===== src/rtl/rect_fill_engine_if.sv =====
// Write-beat bus from the fill engine toward the display-RAM arbiter.
// Valid/ready handshake carrying one (x, y, data) cell write per accepted beat.
interface rect_fill_engine_if #(
    parameter int unsigned XW = 7,
    parameter int unsigned YW = 5,
    parameter int unsigned DW = 8
);
    logic          wr_valid;
    logic          wr_ready;
    logic [XW-1:0] wr_x;
    logic [YW-1:0] wr_y;
    logic [DW-1:0] wr_data;

    modport master (output wr_valid, wr_x, wr_y, wr_data, input wr_ready);
    modport slave  (input wr_valid, wr_x, wr_y, wr_data, output wr_ready);
endinterface


===== src/rtl/rect_fill_engine.sv =====
// Raster-order rectangle fill of the character buffer: one cell write per accepted beat,
// with region bounds, programmable fill value, backpressure, abort, done and error pulses.
module rect_fill_engine #(
    parameter int unsigned COLS = 80,
    parameter int unsigned ROWS = 30,
    parameter int unsigned XW   = 7,
    parameter int unsigned YW   = 5,
    parameter int unsigned DW   = 8
) (
    input  logic                 clk,
    input  logic                 reset_n,
    input  logic                 start,
    input  logic                 full_screen,
    input  logic [XW-1:0]        x0,
    input  logic [YW-1:0]        y0,
    input  logic [XW-1:0]        x1,
    input  logic [YW-1:0]        y1,
    input  logic [DW-1:0]        fill_data,
    input  logic                 abort,
    rect_fill_engine_if.master   wr,
    output logic                 busy,
    output logic                 done,
    output logic                 err
);

    localparam logic [XW:0]   ColsLim = (XW+1)'(COLS);
    localparam logic [YW:0]   RowsLim = (YW+1)'(ROWS);
    localparam logic [XW-1:0] XMax    = XW'(COLS - 1);
    localparam logic [YW-1:0] YMax    = YW'(ROWS - 1);

    typedef enum logic [0:0] {StIdle, StRun} state_e;

    state_e        state_q;
    logic [XW-1:0] x0_q, x1_q, x_q;
    logic [YW-1:0] y1_q, y_q;
    logic [DW-1:0] data_q;
    logic          valid_q;

    logic [XW-1:0] res_x0, res_x1;
    logic [YW-1:0] res_y0, res_y1;
    logic          cmd_ok;

    // Resolve the command's bounds before validating them.
    always_comb begin
        res_x0 = x0;
        res_y0 = y0;
        res_x1 = x1;
        res_y1 = y1;
        if (full_screen) begin
            res_x0 = '0;
            res_y0 = '0;
            res_x1 = XMax;
            res_y1 = YMax;
        end
        cmd_ok = (res_x0 <= res_x1) && (res_y0 <= res_y1) &&
                 ({1'b0, res_x1} < ColsLim) && ({1'b0, res_y1} < RowsLim);
    end

    always_ff @(posedge clk or negedge reset_n) begin
        if (!reset_n) begin
            state_q <= StIdle;
            x0_q    <= '0;
            x1_q    <= '0;
            y1_q    <= '0;
            x_q     <= '0;
            y_q     <= '0;
            data_q  <= '0;
            valid_q <= 1'b0;
            busy    <= 1'b0;
            done    <= 1'b0;
            err     <= 1'b0;
        end else begin
            done <= 1'b0;
            err  <= 1'b0;
            unique case (state_q)
                StIdle: begin
                    if (start) begin
                        if (cmd_ok) begin
                            x0_q    <= res_x0;
                            x1_q    <= res_x1;
                            y1_q    <= res_y1;
                            x_q     <= res_x0;
                            y_q     <= res_y0;
                            data_q  <= fill_data;
                            valid_q <= 1'b1;
                            busy    <= 1'b1;
                            state_q <= StRun;
                        end else begin
                            err <= 1'b1;
                        end
                    end
                end
                StRun: begin
                    // Abort wins over completion, so no done pulse even on the final beat.
                    if (abort) begin
                        state_q <= StIdle;
                        valid_q <= 1'b0;
                        busy    <= 1'b0;
                        x_q     <= '0;
                        y_q     <= '0;
                    end else if (wr.wr_ready) begin
                        if (x_q != x1_q) begin
                            x_q <= x_q + 1'b1;
                        end else if (y_q != y1_q) begin
                            x_q <= x0_q;
                            y_q <= y_q + 1'b1;
                        end else begin
                            state_q <= StIdle;
                            valid_q <= 1'b0;
                            busy    <= 1'b0;
                            done    <= 1'b1;
                            x_q     <= '0;
                            y_q     <= '0;
                        end
                    end
                end
                default: state_q <= StIdle;
            endcase
        end
    end

    assign wr.wr_valid = valid_q;
    assign wr.wr_x     = x_q;
    assign wr.wr_y     = y_q;
    assign wr.wr_data  = data_q;

endmodule


===== src/flat_wrapper.sv =====
// flat-port wrapper written by rule: the top's interface ports become plain ports
module rect_fill_engine_flat 
#(
    parameter int unsigned COLS = 80,
    parameter int unsigned ROWS = 30,
    parameter int unsigned XW   = 7,
    parameter int unsigned YW   = 5,
    parameter int unsigned DW   = 8
)
  (clk, reset_n, start, full_screen, x0, y0, x1, y1, fill_data, abort, busy, done, err, wr_wr_valid, wr_wr_x, wr_wr_y, wr_wr_data, wr_wr_ready);
  rect_fill_engine_if #(.XW(XW), .YW(YW), .DW(DW)) wr_i ();
  input  logic clk;
  input  logic reset_n;
  input  logic start;
  input  logic full_screen;
  input  logic [XW-1:0] x0;
  input  logic [YW-1:0] y0;
  input  logic [XW-1:0] x1;
  input  logic [YW-1:0] y1;
  input  logic [DW-1:0] fill_data;
  input  logic abort;
  output logic busy;
  output logic done;
  output logic err;
  output wire logic [$bits(wr_i.wr_valid)-1:0] wr_wr_valid;
  output wire logic [$bits(wr_i.wr_x)-1:0] wr_wr_x;
  output wire logic [$bits(wr_i.wr_y)-1:0] wr_wr_y;
  output wire logic [$bits(wr_i.wr_data)-1:0] wr_wr_data;
  input wire logic [$bits(wr_i.wr_ready)-1:0] wr_wr_ready;
  assign wr_wr_valid = wr_i.wr_valid;
  assign wr_wr_x = wr_i.wr_x;
  assign wr_wr_y = wr_i.wr_y;
  assign wr_wr_data = wr_i.wr_data;
  assign wr_i.wr_ready = wr_wr_ready;
  rect_fill_engine #(.COLS(COLS), .ROWS(ROWS), .XW(XW), .YW(YW), .DW(DW)) u_core (.clk(clk), .reset_n(reset_n), .start(start), .full_screen(full_screen), .x0(x0), .y0(y0), .x1(x1), .y1(y1), .fill_data(fill_data), .abort(abort), .wr(wr_i), .busy(busy), .done(done), .err(err));
endmodule

===== config.mk =====
export PLATFORM = sky130hd
export DESIGN_NAME = rect_fill_engine_flat
export DESIGN_NICKNAME = d
export VERILOG_FILES = /design/src/rtl/rect_fill_engine_if.sv /design/src/rtl/rect_fill_engine.sv /design/src/flat_wrapper.sv
export SDC_FILE = /design/constraint.sdc
export NUM_CORES = 1
export LEC_CHECK = 0
export BUFFER_PORTS_ARGS = -buffer_cell sky130_fd_sc_hd__buf_2
export CORE_UTILIZATION = 45
export DETAILED_ROUTE_END_ITERATION = 16
export PLACE_DENSITY = 0.69
export SETUP_SLACK_MARGIN = 0.05
export SLEW_MARGIN = 20
export SYNTH_ARGS = -nofsm -noshare
export SYNTH_HDL_FRONTEND = slang
export SYNTH_SLANG_ARGS = --single-unit

===== constraint.sdc =====
create_clock -name clk -period 2.25 [get_ports clk]
set_input_delay 0.3375 -clock clk [delete_from_list [all_inputs] [get_ports clk]]
set_output_delay 0.3375 -clock clk [all_outputs]
set_load 0.02 [all_outputs]

==> After elaboration in Yosys (flattened, before gate mapping) <==
Cells that the tools add are included.
{ "totals": {"regBits": 43, "word_cells": 71} }
{ "op_classes": {"add_sub_neg": 2, "magnitude_cmp": 4, "eq_ne": 7, "bitwise_logic": 1, "mux": 40, "reduce_logical": 7} }
{ "op_table": {"columns": ["cell", "n"], "rows": [
  ["7-bit two-way mux", 8],
  ["5-bit two-way mux", 8],
  ["1-bit two-way mux", 20],
  ["7-bit one-hot mux with 2 select lines", 1],
  ["5-bit one-hot mux with 2 select lines", 1],
  ["3-bit inequality test, second input constant", 3],
  ["7-bit by 1-bit adder with 7-bit output, second input constant", 1],
  ["7-bit less-or-equal comparator", 1],
  ["7-bit < comparator, second input constant", 1],
  ["7-bit inequality test", 1],
  ["3-bit AND reduction", 2],
  ["5-bit by 1-bit adder with 5-bit output, second input constant", 1],
  ["5-bit less-or-equal comparator", 1],
  ["5-bit < comparator, second input constant", 1],
  ["5-bit inequality test", 1],
  ["5-bit AND reduction", 1],
  ["1-bit one-hot mux with 2 select lines", 2],
  ["4-bit AND reduction", 1],
  ["1-bit logical AND", 3],
  ["2-bit by 1-bit inequality test with 1-bit output, second input constant", 1],
  ["2-bit inequality test, second input constant", 1],
  ["1-bit NOT", 1]
]} }

==> Depth between registers and ports, before layout <==
{ "logic_depth": {"word_depth": 8, "mapped_depth": 11, "mapped_depth_nobuf": 8} }

==> Worst setup path before layout <==
No wires, ideal clock.
{ "synth_path": {"path_kind": "input -> register", "startpoint": "input port full_screen", "endpoint": "register u_core.y_q[0] (netlist: u_core.wr.wr_y[0])", "path_slack_ps": -542, "path_buffers": 2, "setup_ps": 125, "path_stages": 10, "arrival_ps": 2667, "path_cell_list": "clkbuf_1 clkbuf_1 nor2_1 ha_1 a21oi_1 o221ai_1 a2111oi_4 a21oi_2 or2_4 mux2_4"} }
{ "synth_between": {"elab_chain_cells": 7} }
{ "synth_lines": {"columns": ["item", "line_no", "source"], "rows": [
  ["start: declaration", "flat_wrapper.sv:15", "input logic full_screen;"],
  ["7-bit two-way mux or 5-bit two-way mux (tied branches)", "rect_fill_engine.sv:49", "if (full_screen) begin"],
  ["7-bit less-or-equal comparator or 5-bit less-or-equal comparator (tied branches)", "rect_fill_engine.sv:55", "cmd_ok = (res_x0 <= res_x1) && (res_y0 <= res_y1) &&"],
  ["1-bit logical AND (2 in a row)", "rect_fill_engine.sv:55", null],
  ["1-bit logical AND", "rect_fill_engine.sv:56", "({1'b0, res_x1} < ColsLim) && ({1'b0, res_y1} < RowsLim);"],
  ["2-bit by 1-bit inequality test with 1-bit output (no source line)", null, null],
  ["4-bit AND reduction (no source line)", null, null],
  ["end signal: assignment", "rect_fill_engine.sv:83", "y_q <= res_y0;"],
  ["end signal: assignment", "rect_fill_engine.sv:106", "y_q <= y_q + 1'b1;"],
  ["end: declaration", "rect_fill_engine.sv:35", "logic [YW-1:0] y1_q, y_q;"]
]} }
Several ways; a longest one is shown, not always the timed one. The select of a mux whose other input is x is not followed.
A chain may end at the register's enable or synchronous reset.

==> Worst setup path in the final report <==
{ "layout_path": {"startpoint": "input port full_screen", "endpoint": "register u_core.x_q[3] (netlist: u_core.wr.wr_x[3])"} }
{ "layout_between": {"elab_chain_cells": 7} }
{ "layout_lines": {"columns": ["item", "line_no", "source"], "rows": [
  ["5-bit two-way mux *", "rect_fill_engine.sv:49", null],
  ["net u_core.res_y1[0]", "rect_fill_engine.sv:40", "logic [YW-1:0] res_y0, res_y1;"],
  ["5-bit less-or-equal comparator", "rect_fill_engine.sv:55", null],
  ["1-bit logical AND (2 in a row)", "rect_fill_engine.sv:55", null],
  ["1-bit logical AND *", "rect_fill_engine.sv:56", null],
  ["2-bit by 1-bit inequality test with 1-bit output (no source line) *", null, null],
  ["3-bit AND reduction (no source line) *", null, null],
  ["end signal: assignment", "rect_fill_engine.sv:82", "x_q <= res_x0;"],
  ["end signal: assignment", "rect_fill_engine.sv:103", "x_q <= x_q + 1'b1;"],
  ["end signal: assignment", "rect_fill_engine.sv:105", "x_q <= x0_q;"],
  ["end: declaration", "rect_fill_engine.sv:34", "logic [XW-1:0] x0_q, x1_q, x_q;"]
]} }
Mark *: on every way through the listed nets, which the timed path passes. The rest lies on a longest branch. The select of a mux whose other input is x is not followed.

==> results.json <==
{
  "status": "complete, no violations",
  "fin_area_mm2": 0.003522,
  "place_inst": 404,
  "pre_cts_ws_ps": -491.1,
  "numCtsBuffers": 5,
  "drive_gt1_share_pct": 42.07,
  "htreeDepth": 2,
  "clk_pin_slew_worst_paths_ps": 80,
  "syn-cell-area_mm2": 0.002520,
  "synth_top_area_share_pct": 42.70,
  "rsz0062_at_grt": "true",
  "clk_latency_ps": 300,
  "finalHoldViolations": 0,
  "drc": 0,
  "place_area_mm2": 0.003233,
  "cap_viol_max_count": 0,
  "synthTopCellsByArea": "dfrtp_1, mux2_1, ha_1",
  "fp.dieW_um": 76.83,
  "start_util_pct": 48.11,
  "synth_top_area_cell": "dfrtp_1",
  "die_area_mm2": 0.005903,
  "avgRoutedWirePerCell_um": 14.47,
  "yosysWarnings": 0,
  "fmax_ghz": 0.4484,
  "p_total_mw": 3.006,
  "crit_top_cell": "or2_4",
  "r2r_slack_ps": 250,
  "cp_num_buf_inv": 2,
  "final_common_cell": "buf_2",
  "fillers": 405,
  "antenna_left": 0,
  "vias_per_cell": 5.259,
  "slowest_delay_ps": 420,
  "slew_headroom_pct": 57.80,
  "rows": 26,
  "cp_max_fo": 7,
  "maxSlewViolCount": 0,
  "firstDrtPassIters": 4,
  "grt_pass1_vias": 2101,
  "worstPathArrival_ps": 2410,
  "grt_pass1_wl_um": 10180,
  "fin_hold_ws_ps": 93.83,
  "crit_path_end_kind": "flip-flop",
  "ys_ff_latch": 43,
  "tightestPinTransition_ps": 633.1,
  "antenna_cells": 0,
  "tns_ps": 0,
  "fp.coreArea_mm2": 0.005238,
  "drt_iter0_markers": 76,
  "grt_usage_pct": 21.98,
  "hpwlAfterDp_um": 4534,
  "clock_path_buffers": 2,
  "dr_wl_met3_um": 206,
  "grt_remaining_overflow": 0,
  "ir_worst_vdd_mv": 0.3970,
  "synth_flop_cell": "dfrtp_1",
  "setup_viol": 0,
  "die_h_um": 76.83,
  "worstPathRequired_ps": 2430,
  "path_cells": "buf_12, or2_4, ha_4, inv_1, or2_4, a2111oi_4, a21oi_2, nor2_4, mux2_4",
  "async_reset_ff_share_pct": 100.0,
  "vias": 2193,
  "skew_ps": 6.728,
  "synthCells": 246,
  "avgSynthCellArea_um2": 10.24,
  "ys_seq_area_share_pct": 42.70,
  "crit_type": "input pin to flip-flop",
  "synth_edf_count": 0,
  "layout_setup_ws_ps": 19.93,
  "p_leak_nw": 1.734,
  "syn_nets": 298,
  "most-common-layout-cells": "buf_2, dfrtp_1, buf_4",
  "crit_path_start_kind": "input pin",
  "cts_root_buf": "clkbuf_8",
  "gp_congestion": 0.8364,
  "finalCritPeriodShare_pct": 99.11,
  "io_pins": 62,
  "multi_input_area_mm2": 0.001580,
  "antenna_found_initial": 0,
  "cp_top_family": "simple AND/OR/NAND/NOR gates",
  "nets": 398,
  "io_buffer_count": 61,
  "grt_max_degree": 44,
  "ys_types": 42,
  "top_layer": "met4",
  "min_path_type": "input pin to async pin",
  "clock_sinks": 43,
  "wl_met1_um": 2881,
  "fin_cells": 417,
  "cp_slowest_cell": "a2111oi_4",
  "area_growth_pct": 39.77,
  "period_needed_ps": 2230,
  "tritoncts": "yes",
  "drt_wl_total_um": 6032,
  "wl_met2_um": 2848,
  "power_density_mw_per_mm2": 853.5,
  "finalCoreUtilization_pct": 67.25,
  "ff_latch_area_mm2": 0.001076
}
## where the power goes
part           switching [mW]  total, mW  leakage, nW  internal, mW
logic                   0.685       1.28         1.16         0.595
registers               0.225       1.24        0.536          1.02
clock network           0.264      0.481       0.0412         0.217
## kinds of logic after synthesis
family | synth area share [%]
adder cells (fa/ha/maj) | 6.951
multiplexers | 10.82
buffers and inverters | 2.781
AO/OA/AOI/OAI | 13.11
flip-flops | 42.70
AND/OR/NAND/NOR | 17.73
XOR/XNOR | 5.909
## worst register-to-register path: stages (launching register included)
cell and delay [ps]:
dfrtp_1 460, xor2_1 190, nor2_1 210, a21oi_1 260, and3_1 260, a221o_1 260, mux2_4 250
## cell usage after synthesis, drive strengths merged (4+ instances only)
cell type   n
dfrtp      43
o21ai      19
and3        7
ha         14
nor2b      10
a221o       6
clkbuf      6
a21oi      12
nor3        6
nand4       4
nand2b      5
or2         4
xor2       11
mux2       23
nor2       17
inv         8
xnor2       6
nand3       7
nand2      16
## registers in the layout (all words and copies together), names as in the netlist
register / count
u_core.wr.wr_x: 7
u_core.state_q: 1
u_core.y1_q: 5
u_core.done: 1
u_core.wr.wr_valid: 1
u_core.wr.wr_data: 8
u_core.err: 1
u_core.x0_q: 7
u_core.x1_q: 7
u_core.wr.wr_y: 5
## cell type report
cell class              instances  share of cell area (%)
clock buffers                   6                   2.060
clock inverters                 2                  0.3552
inverters                       8                  0.8526
multi-input cells             186                   44.87
flip-flops and latches         43                   30.55
well taps                      70                   2.487
repair buffers                102                   18.83
## layer usage
layer  up-vias  global-route usage, %
met5         -                      0
met4         0                  7.692
met3         8                  3.333
met2        60                  35.63
met1      1044                  29.78
li1       1081                      -
## worst paths after layout
| kind | startpoint | to | cells after the start |
|---|---|---|---|
| max | full_screen | u_core.wr.wr_x[3] | 9 |
| min | reset_n | u_core.y1_q[0] | 2 |
| max reg2reg | u_core.wr.wr_y[3] | u_core.wr.wr_x[1] | 6 |
| min reg2reg | u_core.wr.wr_data[2] | u_core.wr.wr_data[2] | 1 |
| max in group asynchronous | reset_n | u_core.x1_q[3] | 2 |
| min in group clk | fill_data[7] | u_core.wr.wr_data[7] | 2 |
## timing repair
action	in CTS	in global routing
hold buffers	0	0
resized for setup	25	9
gates cloned	1	0
endpoints found under the setup margin	35	38
pin swaps	9	8
buffers inserted	4	0
Note: power is estimated with default switching activity, not from simulation.
